==> src/rtl/trig_delay_sequencer_if.sv <==
// Configuration, trigger and status bundle for the trigger delay sequencer.
// The bench/host side uses the master modport; the sequencer uses the slave modport.
interface trig_delay_sequencer_if #(
    parameter int unsigned CNT_W = 16
);
    localparam int unsigned TRIG_CNT_W = 16;
    localparam int unsigned OVR_CNT_W  = 8;

    logic                  trig_async;
    logic                  enable;
    logic [CNT_W-1:0]      delay_cycles;
    logic [CNT_W-1:0]      width_cycles;
    logic [CNT_W-1:0]      timeout_cycles;
    logic                  clear;
    logic                  pulse_out;
    logic                  busy;
    logic                  timeout_flag;
    logic [TRIG_CNT_W-1:0] trig_count;
    logic [OVR_CNT_W-1:0]  overrun_cnt;

    modport master (
        output trig_async, enable, delay_cycles, width_cycles, timeout_cycles, clear,
        input  pulse_out, busy, timeout_flag, trig_count, overrun_cnt
    );

    modport slave (
        input  trig_async, enable, delay_cycles, width_cycles, timeout_cycles, clear,
        output pulse_out, busy, timeout_flag, trig_count, overrun_cnt
    );
endinterface

==> src/rtl/trig_delay_sequencer.sv <==
// Synchronises an asynchronous trigger, waits a programmable delay, then emits a
// programmable-width pulse; also tracks accepted/overrun triggers and a missing-trigger watchdog.
module trig_delay_sequencer #(
    parameter int unsigned CNT_W       = 16,
    parameter int unsigned SYNC_STAGES = 2   // must be >= 2
) (
    input  logic                 clk,
    input  logic                 rst,
    trig_delay_sequencer_if.slave bus
);

    localparam int unsigned TRIG_CNT_W = 16;
    localparam int unsigned OVR_CNT_W  = 8;
    localparam logic [OVR_CNT_W-1:0] OVR_MAX = '1;

    typedef enum logic [1:0] {
        IDLE  = 2'd0,
        ARMED = 2'd1,
        DELAY = 2'd2,
        PULSE = 2'd3
    } state_e;

    // Last index of a pulse of the given width; a width of zero behaves as one.
    function automatic logic [CNT_W-1:0] pulse_last(input logic [CNT_W-1:0] w);
        return (w == '0) ? '0 : w - CNT_W'(1);
    endfunction

    logic [SYNC_STAGES-1:0] sync_q;
    logic                   prev_q;
    logic                   rise_q;

    state_e                 state_q,     state_d;
    logic [CNT_W-1:0]       seq_cnt_q,   seq_cnt_d;
    logic [CNT_W-1:0]       width_lat_q, width_lat_d;
    logic [CNT_W-1:0]       wd_cnt_q,    wd_cnt_d;
    logic                   flag_q,      flag_d;
    logic [TRIG_CNT_W-1:0]  trig_cnt_q,  trig_cnt_d;
    logic [OVR_CNT_W-1:0]   ovr_cnt_q,   ovr_cnt_d;
    logic                   pulse_q,     pulse_d;
    logic                   busy_q,      busy_d;

    logic [CNT_W-1:0]       wd_inc;
    logic                   seq_active;

    assign wd_inc     = wd_cnt_q + CNT_W'(1);
    assign seq_active = (state_q == DELAY) || (state_q == PULSE);

    // Synchroniser chain, previous-value register and registered rise strobe.
    always_ff @(posedge clk) begin
        if (rst) begin
            sync_q <= '0;
            prev_q <= 1'b0;
            rise_q <= 1'b0;
        end else begin
            sync_q <= {sync_q[SYNC_STAGES-2:0], bus.trig_async};
            prev_q <= sync_q[SYNC_STAGES-1];
            rise_q <= sync_q[SYNC_STAGES-1] & ~prev_q;
        end
    end

    // Next-state, counter and status logic.
    always_comb begin
        state_d     = state_q;
        seq_cnt_d   = seq_cnt_q;
        width_lat_d = width_lat_q;
        wd_cnt_d    = '0;
        flag_d      = flag_q;
        trig_cnt_d  = trig_cnt_q;
        ovr_cnt_d   = ovr_cnt_q;

        unique case (state_q)
            IDLE: begin
                if (bus.enable) begin
                    state_d = ARMED;
                end
            end
            ARMED: begin
                if (!bus.enable) begin
                    state_d = IDLE;
                end else if (rise_q) begin
                    trig_cnt_d  = trig_cnt_q + TRIG_CNT_W'(1);
                    width_lat_d = bus.width_cycles;
                    if (bus.delay_cycles == '0) begin
                        state_d   = PULSE;
                        seq_cnt_d = pulse_last(bus.width_cycles);
                    end else begin
                        state_d   = DELAY;
                        seq_cnt_d = bus.delay_cycles - CNT_W'(1);
                    end
                end else if (bus.timeout_cycles != '0) begin
                    // Watchdog counts up once, fires on reaching the period, then holds.
                    if (wd_cnt_q < bus.timeout_cycles) begin
                        wd_cnt_d = wd_inc;
                        if (wd_inc == bus.timeout_cycles) begin
                            flag_d = 1'b1;
                        end
                    end else begin
                        wd_cnt_d = wd_cnt_q;
                    end
                end
            end
            DELAY: begin
                if (seq_cnt_q == '0) begin
                    state_d   = PULSE;
                    seq_cnt_d = pulse_last(width_lat_q);
                end else begin
                    seq_cnt_d = seq_cnt_q - CNT_W'(1);
                end
            end
            PULSE: begin
                if (seq_cnt_q == '0) begin
                    state_d = bus.enable ? ARMED : IDLE;
                end else begin
                    seq_cnt_d = seq_cnt_q - CNT_W'(1);
                end
            end
            default: begin
                state_d = IDLE;
            end
        endcase

        // Triggers during an active sequence are only counted, saturating.
        if (seq_active && rise_q && (ovr_cnt_q != OVR_MAX)) begin
            ovr_cnt_d = ovr_cnt_q + OVR_CNT_W'(1);
        end

        if (bus.clear) begin
            ovr_cnt_d = '0;
            flag_d    = 1'b0;
        end

        pulse_d = (state_d == PULSE);
        busy_d  = (state_d == DELAY) || (state_d == PULSE);
    end

    // State and registered outputs.
    always_ff @(posedge clk) begin
        if (rst) begin
            state_q     <= IDLE;
            seq_cnt_q   <= '0;
            width_lat_q <= '0;
            wd_cnt_q    <= '0;
            flag_q      <= 1'b0;
            trig_cnt_q  <= '0;
            ovr_cnt_q   <= '0;
            pulse_q     <= 1'b0;
            busy_q      <= 1'b0;
        end else begin
            state_q     <= state_d;
            seq_cnt_q   <= seq_cnt_d;
            width_lat_q <= width_lat_d;
            wd_cnt_q    <= wd_cnt_d;
            flag_q      <= flag_d;
            trig_cnt_q  <= trig_cnt_d;
            ovr_cnt_q   <= ovr_cnt_d;
            pulse_q     <= pulse_d;
            busy_q      <= busy_d;
        end
    end

    assign bus.pulse_out    = pulse_q;
    assign bus.busy         = busy_q;
    assign bus.timeout_flag = flag_q;
    assign bus.trig_count   = trig_cnt_q;
    assign bus.overrun_cnt  = ovr_cnt_q;

endmodule

==> src/flat_wrapper.sv <==
// flat-port wrapper written by rule: the top's interface ports become plain ports
module trig_delay_sequencer_flat 
#(
    parameter int unsigned CNT_W       = 16,
    parameter int unsigned SYNC_STAGES = 2                  
)
  (clk, rst, bus_trig_async, bus_enable, bus_delay_cycles, bus_width_cycles, bus_timeout_cycles, bus_clear, bus_pulse_out, bus_busy, bus_timeout_flag, bus_trig_count, bus_overrun_cnt);
  trig_delay_sequencer_if #(.CNT_W(CNT_W)) bus_i ();
  input  logic clk;
  input  logic rst;
  input wire logic [$bits(bus_i.trig_async)-1:0] bus_trig_async;
  input wire logic [$bits(bus_i.enable)-1:0] bus_enable;
  input wire logic [$bits(bus_i.delay_cycles)-1:0] bus_delay_cycles;
  input wire logic [$bits(bus_i.width_cycles)-1:0] bus_width_cycles;
  input wire logic [$bits(bus_i.timeout_cycles)-1:0] bus_timeout_cycles;
  input wire logic [$bits(bus_i.clear)-1:0] bus_clear;
  output wire logic [$bits(bus_i.pulse_out)-1:0] bus_pulse_out;
  output wire logic [$bits(bus_i.busy)-1:0] bus_busy;
  output wire logic [$bits(bus_i.timeout_flag)-1:0] bus_timeout_flag;
  output wire logic [$bits(bus_i.trig_count)-1:0] bus_trig_count;
  output wire logic [$bits(bus_i.overrun_cnt)-1:0] bus_overrun_cnt;
  assign bus_i.trig_async = bus_trig_async;
  assign bus_i.enable = bus_enable;
  assign bus_i.delay_cycles = bus_delay_cycles;
  assign bus_i.width_cycles = bus_width_cycles;
  assign bus_i.timeout_cycles = bus_timeout_cycles;
  assign bus_i.clear = bus_clear;
  assign bus_pulse_out = bus_i.pulse_out;
  assign bus_busy = bus_i.busy;
  assign bus_timeout_flag = bus_i.timeout_flag;
  assign bus_trig_count = bus_i.trig_count;
  assign bus_overrun_cnt = bus_i.overrun_cnt;
  trig_delay_sequencer #(.CNT_W(CNT_W), .SYNC_STAGES(SYNC_STAGES)) u_core (.clk(clk), .rst(rst), .bus(bus_i));
endmodule
==> config.mk <==
export PLATFORM = sky130hd
export DESIGN_NAME = trig_delay_sequencer_flat
export DESIGN_NICKNAME = d
export VERILOG_FILES = /design/src/rtl/trig_delay_sequencer_if.sv /design/src/rtl/trig_delay_sequencer.sv /design/src/flat_wrapper.sv
export SDC_FILE = /design/constraint.sdc
export NUM_CORES = 1
export LEC_CHECK = 0
export ABC_AREA = 1
export CAP_MARGIN = 20
export CORE_MARGIN = 2
export CORE_UTILIZATION = 60
export CTS_BUF_LIST = sky130_fd_sc_hd__clkbuf_2
export CTS_CLUSTER_DIAMETER = 100
export DETAILED_ROUTE_END_ITERATION = 10
export PLACE_DENSITY = 0.94
export SKIP_LAST_GASP = 1
export SLEW_MARGIN = 10
export SYNTH_ARGS = -nofsm -noshare
export SYNTH_HDL_FRONTEND = slang
export SYNTH_SLANG_ARGS = --single-unit
==> constraint.sdc <==
create_clock -name clk -period 3.1 [get_ports clk]
set_input_delay 0.93 -clock clk [delete_from_list [all_inputs] [get_ports clk]]
set_output_delay 0.93 -clock clk [all_outputs]
set_load 0.03 [all_outputs]
# Yosys cells after proc, flatten, opt, wreduce, memory -nomap -nowiden
# Index checks and enable logic that the tools add are counted.
# W data, S select, Z words.
# totals
reg_bits,81
out_inout_bits,27
elab_cells,68
# classes
add_sub_neg,7
order_cmp,1
eq_ne,10
mux,16
bitwise,6
n_reduce_logical,16
# ops
op,count
$mux W16,7
$logic_not A16 Y1,4
$sub A16 B1 Y16 const B,4
$pmux W16 S3,1
$add A16 B1 Y16 const B,2
$eq A16 B16 Y1,1
$lt A16 B16 Y1,1
$reduce_bool A16 Y1,1
$mux W2,5
$add A8 B1 Y8 const B,1
$eq A2 B2 Y1 const B,4
$ne A8 B8 Y1 const B,1
$pmux W2 S4,1
$reduce_and A6 Y1,1
$not A1 Y1,5
$reduce_or A5 Y1,1
$ne A2 B2 Y1 const B,2
$reduce_and A4 Y1,1
$reduce_and A3 Y1,1
$reduce_bool A3 Y1,1
$eq A2 B1 Y1 const B,1
$logic_and A1 B1 Y1,2
$logic_not A2 Y1,1
$logic_or A1 B1 Y1,2
4 further kinds,5

# Longest topological paths before layout
# depth
ltp_word,7
ltp_mapped,13
depth_no_buf,13

# Worst setup path before layout
# Ideal clock, no wire load.
# synth_timing
path_kind,input-to-reg
start,input port bus_timeout_cycles[3]
end,register u_core.wd_cnt_q[12]
t_arrival_ns,2.244
t_required_ns,2.972
slack_ns,0.728
stages,11
path_cell_list,inv_1 > ha_1 > a21oi_1 > o21ai_0 > nand2_1 > o211ai_1 > a21oi_1 > inv_1 > clkbuf_1 > o21ai_0 > a21oi_1
# synth_between
elab_chain_len,3
# synth_lines
item,line_no,rtl
"start, declared",flat_wrapper.sv:15,input wire logic [$bits(bus_i.timeout_cycles)-1:0] bus_timeout_cycles;
"parallel branches: the longest is 3 deep, another holds $lt A16 B16 Y1",-,
"end signal, assigned",trig_delay_sequencer.sv:152,wd_cnt_q <= wd_cnt_d;
"end, declared",trig_delay_sequencer.sv:35,"logic [CNT_W-1:0] wd_cnt_q, wd_cnt_d;"
# Several ways; the timed one is not identified.
# A chain may end at the register's enable or synchronous reset.

# Final worst setup path
# layout_timing
start,"register u_core.trig_cnt_q[9], in the netlist u_core.bus.trig_count[9]"
end,output port bus_trig_count[9]
# layout_rtl
item,line_no,rtl
"start, declared",trig_delay_sequencer.sv:37,"logic [TRIG_CNT_W-1:0] trig_cnt_q, trig_cnt_d;"
"start signal, assigned",trig_delay_sequencer.sv:154,trig_cnt_q <= trig_cnt_d;
"end, declared",flat_wrapper.sv:20,output wire logic [$bits(bus_i.trig_count)-1:0] bus_trig_count;
# No word-level cell between the ends.

==> impl.org <==
** Critical path
- Cell type group with the largest total delay on the critical path :: buffers and inverters
- The setup check on the worst reg-to-reg path leaves a slack of 0.82 ns.
- The signal on the critical path passes through clkdlybuf4s50_1.
- By startpoint and endpoint, the worst setup path is classified as flop to output port.
- Along the worst path, the maximum fanout reaches 7.
- Data arrives at the worst endpoint at 1.73 ns.
- Slowest cell delay on critical path :: 0.71 ns
- Critical path required time :: 2.17 ns
- Total buffers and inverters traversed by the critical path :: 1
- The worst setup path is captured at an output port.
- Measured in cells, the most critical reg-to-reg path has a length of 10.
- Setup crit start kind :: flop
- Among all stages on the critical path, the largest delay is contributed by clkdlybuf4s50_1.
- Reg2reg start :: u_core.seq_cnt_q[0]
- The worst register-to-register path ends at u_core.seq_cnt_q[12].

** Clock network
- Post CTS Setup Buffer Count :: 0
- TritonCTS created 9 clock buffers.
- In this run, post-CTS hold repair placed 0 buffers.
- Root buffer cell :: clkbuf_2
- Gates resized during post-CTS repair numbered 0.
- Clock latency on the worst-skew pair, taken at its later pin, is 0.53 ns.
- CTS built an H-tree with a depth of 3.
- Maximum buffer depth of the clock tree :: 2
- For this design, the sink count on the clock tree is 81.
- Clock edge transition at the registers on the reported setup and hold paths :: 0.22 ns
- Clock tree from TritonCTS :: done

** Placement
- Routability-driven placement finished with a final weighted congestion of 0.9526.
- Total placed cells including tap cells :: 1,190
- Half-perimeter wire length of the detailed placement result :: 12.88 mm
- Number of port buffers :: 79

** STA
- Final hold analysis gives a worst-case slack of 0.4094 ns.
- Max-Slew Margin vs Limit :: 0.7140
- Hold Violations, Final :: 0
- Worst slew pin tran :: 0.4275 ns
- Count of final max-slew check failures :: 0
- Clock skew after layout :: 0.02649 ns
- Setup repair after global routing left no endpoint under its margin.
- Summed over all failing endpoints, the final setup total negative slack is 0 ns.
- In the finished design, the share of the clock period the worst path needs comes to 0.8580.
- Time the worst path needs with I/O delays and setup :: 2.660 ns
- Setup violations remaining at the end of the flow were counted as 0.
- Maximum achievable frequency :: 0.3760 GHz

** Synthesis
- A synthesized cell averages 6.342 um^2.
- Net count of the mapped netlist :: 1,068
- Netlist Area Pre-Place :: 6272 um^2
- Count of unique library cells instantiated by Yosys :: 41
- Number of warning messages in the yosys log :: 0
- Of the synthesized area, sequential elements account for 0.2585.
- Synthesized instance count :: 989
- In this run, synthesis produced a sequential element count of 81.

** Die
- Row generation in the floorplan step produced 37 rows.
- Die ar. :: 11,290 um^2
- Die extent in y :: 106.2 um
- The die is 106.2 um wide.
- Floorplan Core Area :: 10,230 um^2
- The initial utilization of the core area, before any placement, comes to 0.6131.
- 80 I/O pins were placed.

** Global route
- Number of antenna violations at the first check in global routing :: 0
- Aggregate global routing overflow :: 0
- Largest net degree at the start of global routing :: 33
- Number of global-route vias before repair :: 6,123
- For this run, the total global-route usage over all layers was measured as 0.2915.
- The first global-routing pass estimated 27.17 mm of wire.

** Route
- Starting DRT DRC Count :: 489
- In the final routed layout, each cell accounts on average for 13.55 um.
- The detail route stage leaves a number of antenna-violating nets equal to 0.
- The routed layout has 6,714 vias.
- Via density :: 5.567
- After detailed routing, the number of remaining DRC violations is 0.
- Final routed wirelength across all metal layers :: 16.35 mm
- The first detailed-routing pass ran for 7 iterations.

** Min path
- Start point of the worst min-delay path :: u_core.prev_q
- Counting instances, the worst hold path has a depth of 1.
- Hold Crit Endpoint :: u_core.rise_q
- Type of the tightest min-delay check :: flop to flop

** Run
- The tool flagged a number of max-cap violations equal to 0.

** Finish
- For this run, the post-layout net count is 1,144.
- Once layout is complete, the cells apart from fillers number 1,206.
- Once layout is complete, the utilization of the core stands at 0.7160.
- Synth-to-Final Area Change :: 16.80%
- 0 antenna diodes ended up in the layout.
- Share of post-route cells with drive strength above 1 :: 0.08318

** Power
- Summed over all cells, the static leakage comes to 3.213 nW.
- Worst vdd ir :: 0.2453 mV
- Power spread over the standard cell area amounts to 296.3 nW/um^2.

** Status
- The flow ran to the end, and the final reports show no timing, DRC or antenna violations.
-- power breakdown --
part,total [mW],internal (mW),switching (mW)
Combinational,0.463,0.183,0.280
Clock,0.639,0.272,0.367
Sequential,1.07,1.06,0.0134
-- cell usage after synthesis (all sizes together) --
cell type | number | area (um^2)
nand2 | 195 | 767.0
nor2 | 138 | 621.9
inv | 137 | 516.8
nand3 | 111 | 605.6
o21ai | 90 | 450.4
dfxtp | 81 | 1622
a21oi | 79 | 414.2
nand4 | 27 | 196.4
xor2 | 27 | 236.5
ha | 26 | 325.3
nor3 | 23 | 135.1
clkbuf | 14 | 52.55
xnor2 | 13 | 113.9
buf | 8 | 50.04
o211ai | 4 | 35.03
nor4 | 3 | 33.78
o21a | 3 | 22.52
o21bai | 3 | 22.52
a31oi | 2 | 12.51
nor3b | 2 | 15.01
a41oi | 1 | 8.760
and2 | 1 | 6.260
o2111ai | 1 | 8.760
-- area by class of cell --
cell class | instances | area [um^2]
tap | 136 | 170.2
multi-input combinational | 749 | 4031
fill | 847 | 2905
inverter | 137 | 516.7
clock buffer | 11 | 55.05
timing repair buffer | 87 | 850.8
sequential | 81 | 1622
clock inverter | 5 | 80.08
-- routing by layer --
metal	wire, um	part of all wire	up-vias	GRT usage
met5	0	0	-	0
met4	408	0.025	0	0.09398
met3	1057	0.065	35	0.04231
met2	7815	0.48	253	0.5064
met1	7065	0.43	3010	0.3709
li1	-	-	3416	-
-- state kept, by name (all words and copies together) (netlist names) --
register,cells
u_core.bus.busy,1
u_core.bus.overrun_cnt,8
u_core.bus.pulse_out,1
u_core.bus.timeout_flag,1
u_core.bus.trig_count,16
u_core.prev_q,1
u_core.rise_q,1
u_core.seq_cnt_q,16
u_core.state_q,2
u_core.sync_q,2
u_core.wd_cnt_q,16
u_core.width_lat_q,16
-- cell families after synthesis --
| kind of cell | share of synthesized area |
|---|---|
| buffers and inverters | 0.09874 |
| xor gates and xnor gates | 0.05586 |
| AOI/OAI and AO/OA | 0.1554 |
| and+or+nand+nor | 0.3796 |
| adders and majority gates | 0.05186 |
| DFF | 0.2585 |
-- worst max-delay path by stage --
stage / startpoint / to / slack, ns / depth (start not counted)
after floorplan: bus_timeout_cycles[3] / u_core.wd_cnt_q[12] / 0.73 / 11
after global placement: bus_timeout_cycles[3] / u_core.wd_cnt_q[5] / 0.14 / 11
after detailed placement: bus_timeout_cycles[1] / u_core.wd_cnt_q[10] / 0.09 / 11
after CTS: u_core.bus.trig_count[9] / bus_trig_count[9] / 0.43 / 1
after global routing: u_core.bus.trig_count[10] / bus_trig_count[10] / 0.35 / 1
final: u_core.bus.trig_count[9] / bus_trig_count[9] / 0.44 / 1
-- through the flow --
step                setup slack, ns  instance area, um^2  total power, mW
detailed placement          0.08923                 7191            1.540
global placement             0.1412                 7191            1.531
CTS                          0.4263                 7326            2.165
global route                 0.3505                 7326            2.278
floorplan                    0.7279                 6272            1.378
finish                       0.4401                 7326            2.170
-- cell usage in the layout (no fill, tap or decap), types with 2 or more instances in the layout --
master	Yosys	routed
nand2_2	2	2
a21oi_2	5	5
clkbuf_2	0	11
nor3_1	19	19
dfxtp_1	81	81
nand4_2	2	2
bufinv_16	0	2
a31oi_1	2	2
o21ai_1	16	16
nor2_2	14	14
xor2_1	27	27
nor3b_1	2	2
nand2_1	189	189
inv_2	13	13
clkdlybuf4s50_1	0	79
nor2_1	116	116
o21a_1	3	3
buf_4	2	8
nand3_1	101	101
nand3_2	10	10
a21oi_1	74	74
ha_1	26	26
nor4_1	2	2
o211ai_1	3	3
xnor2_1	13	13
nor2_4	7	7
nand4_1	24	24
inv_1	123	123
nand2_4	4	4
o21bai_1	3	3
nor3_2	4	4
o21ai_0	74	74
(Power assumes the default switching activity.)
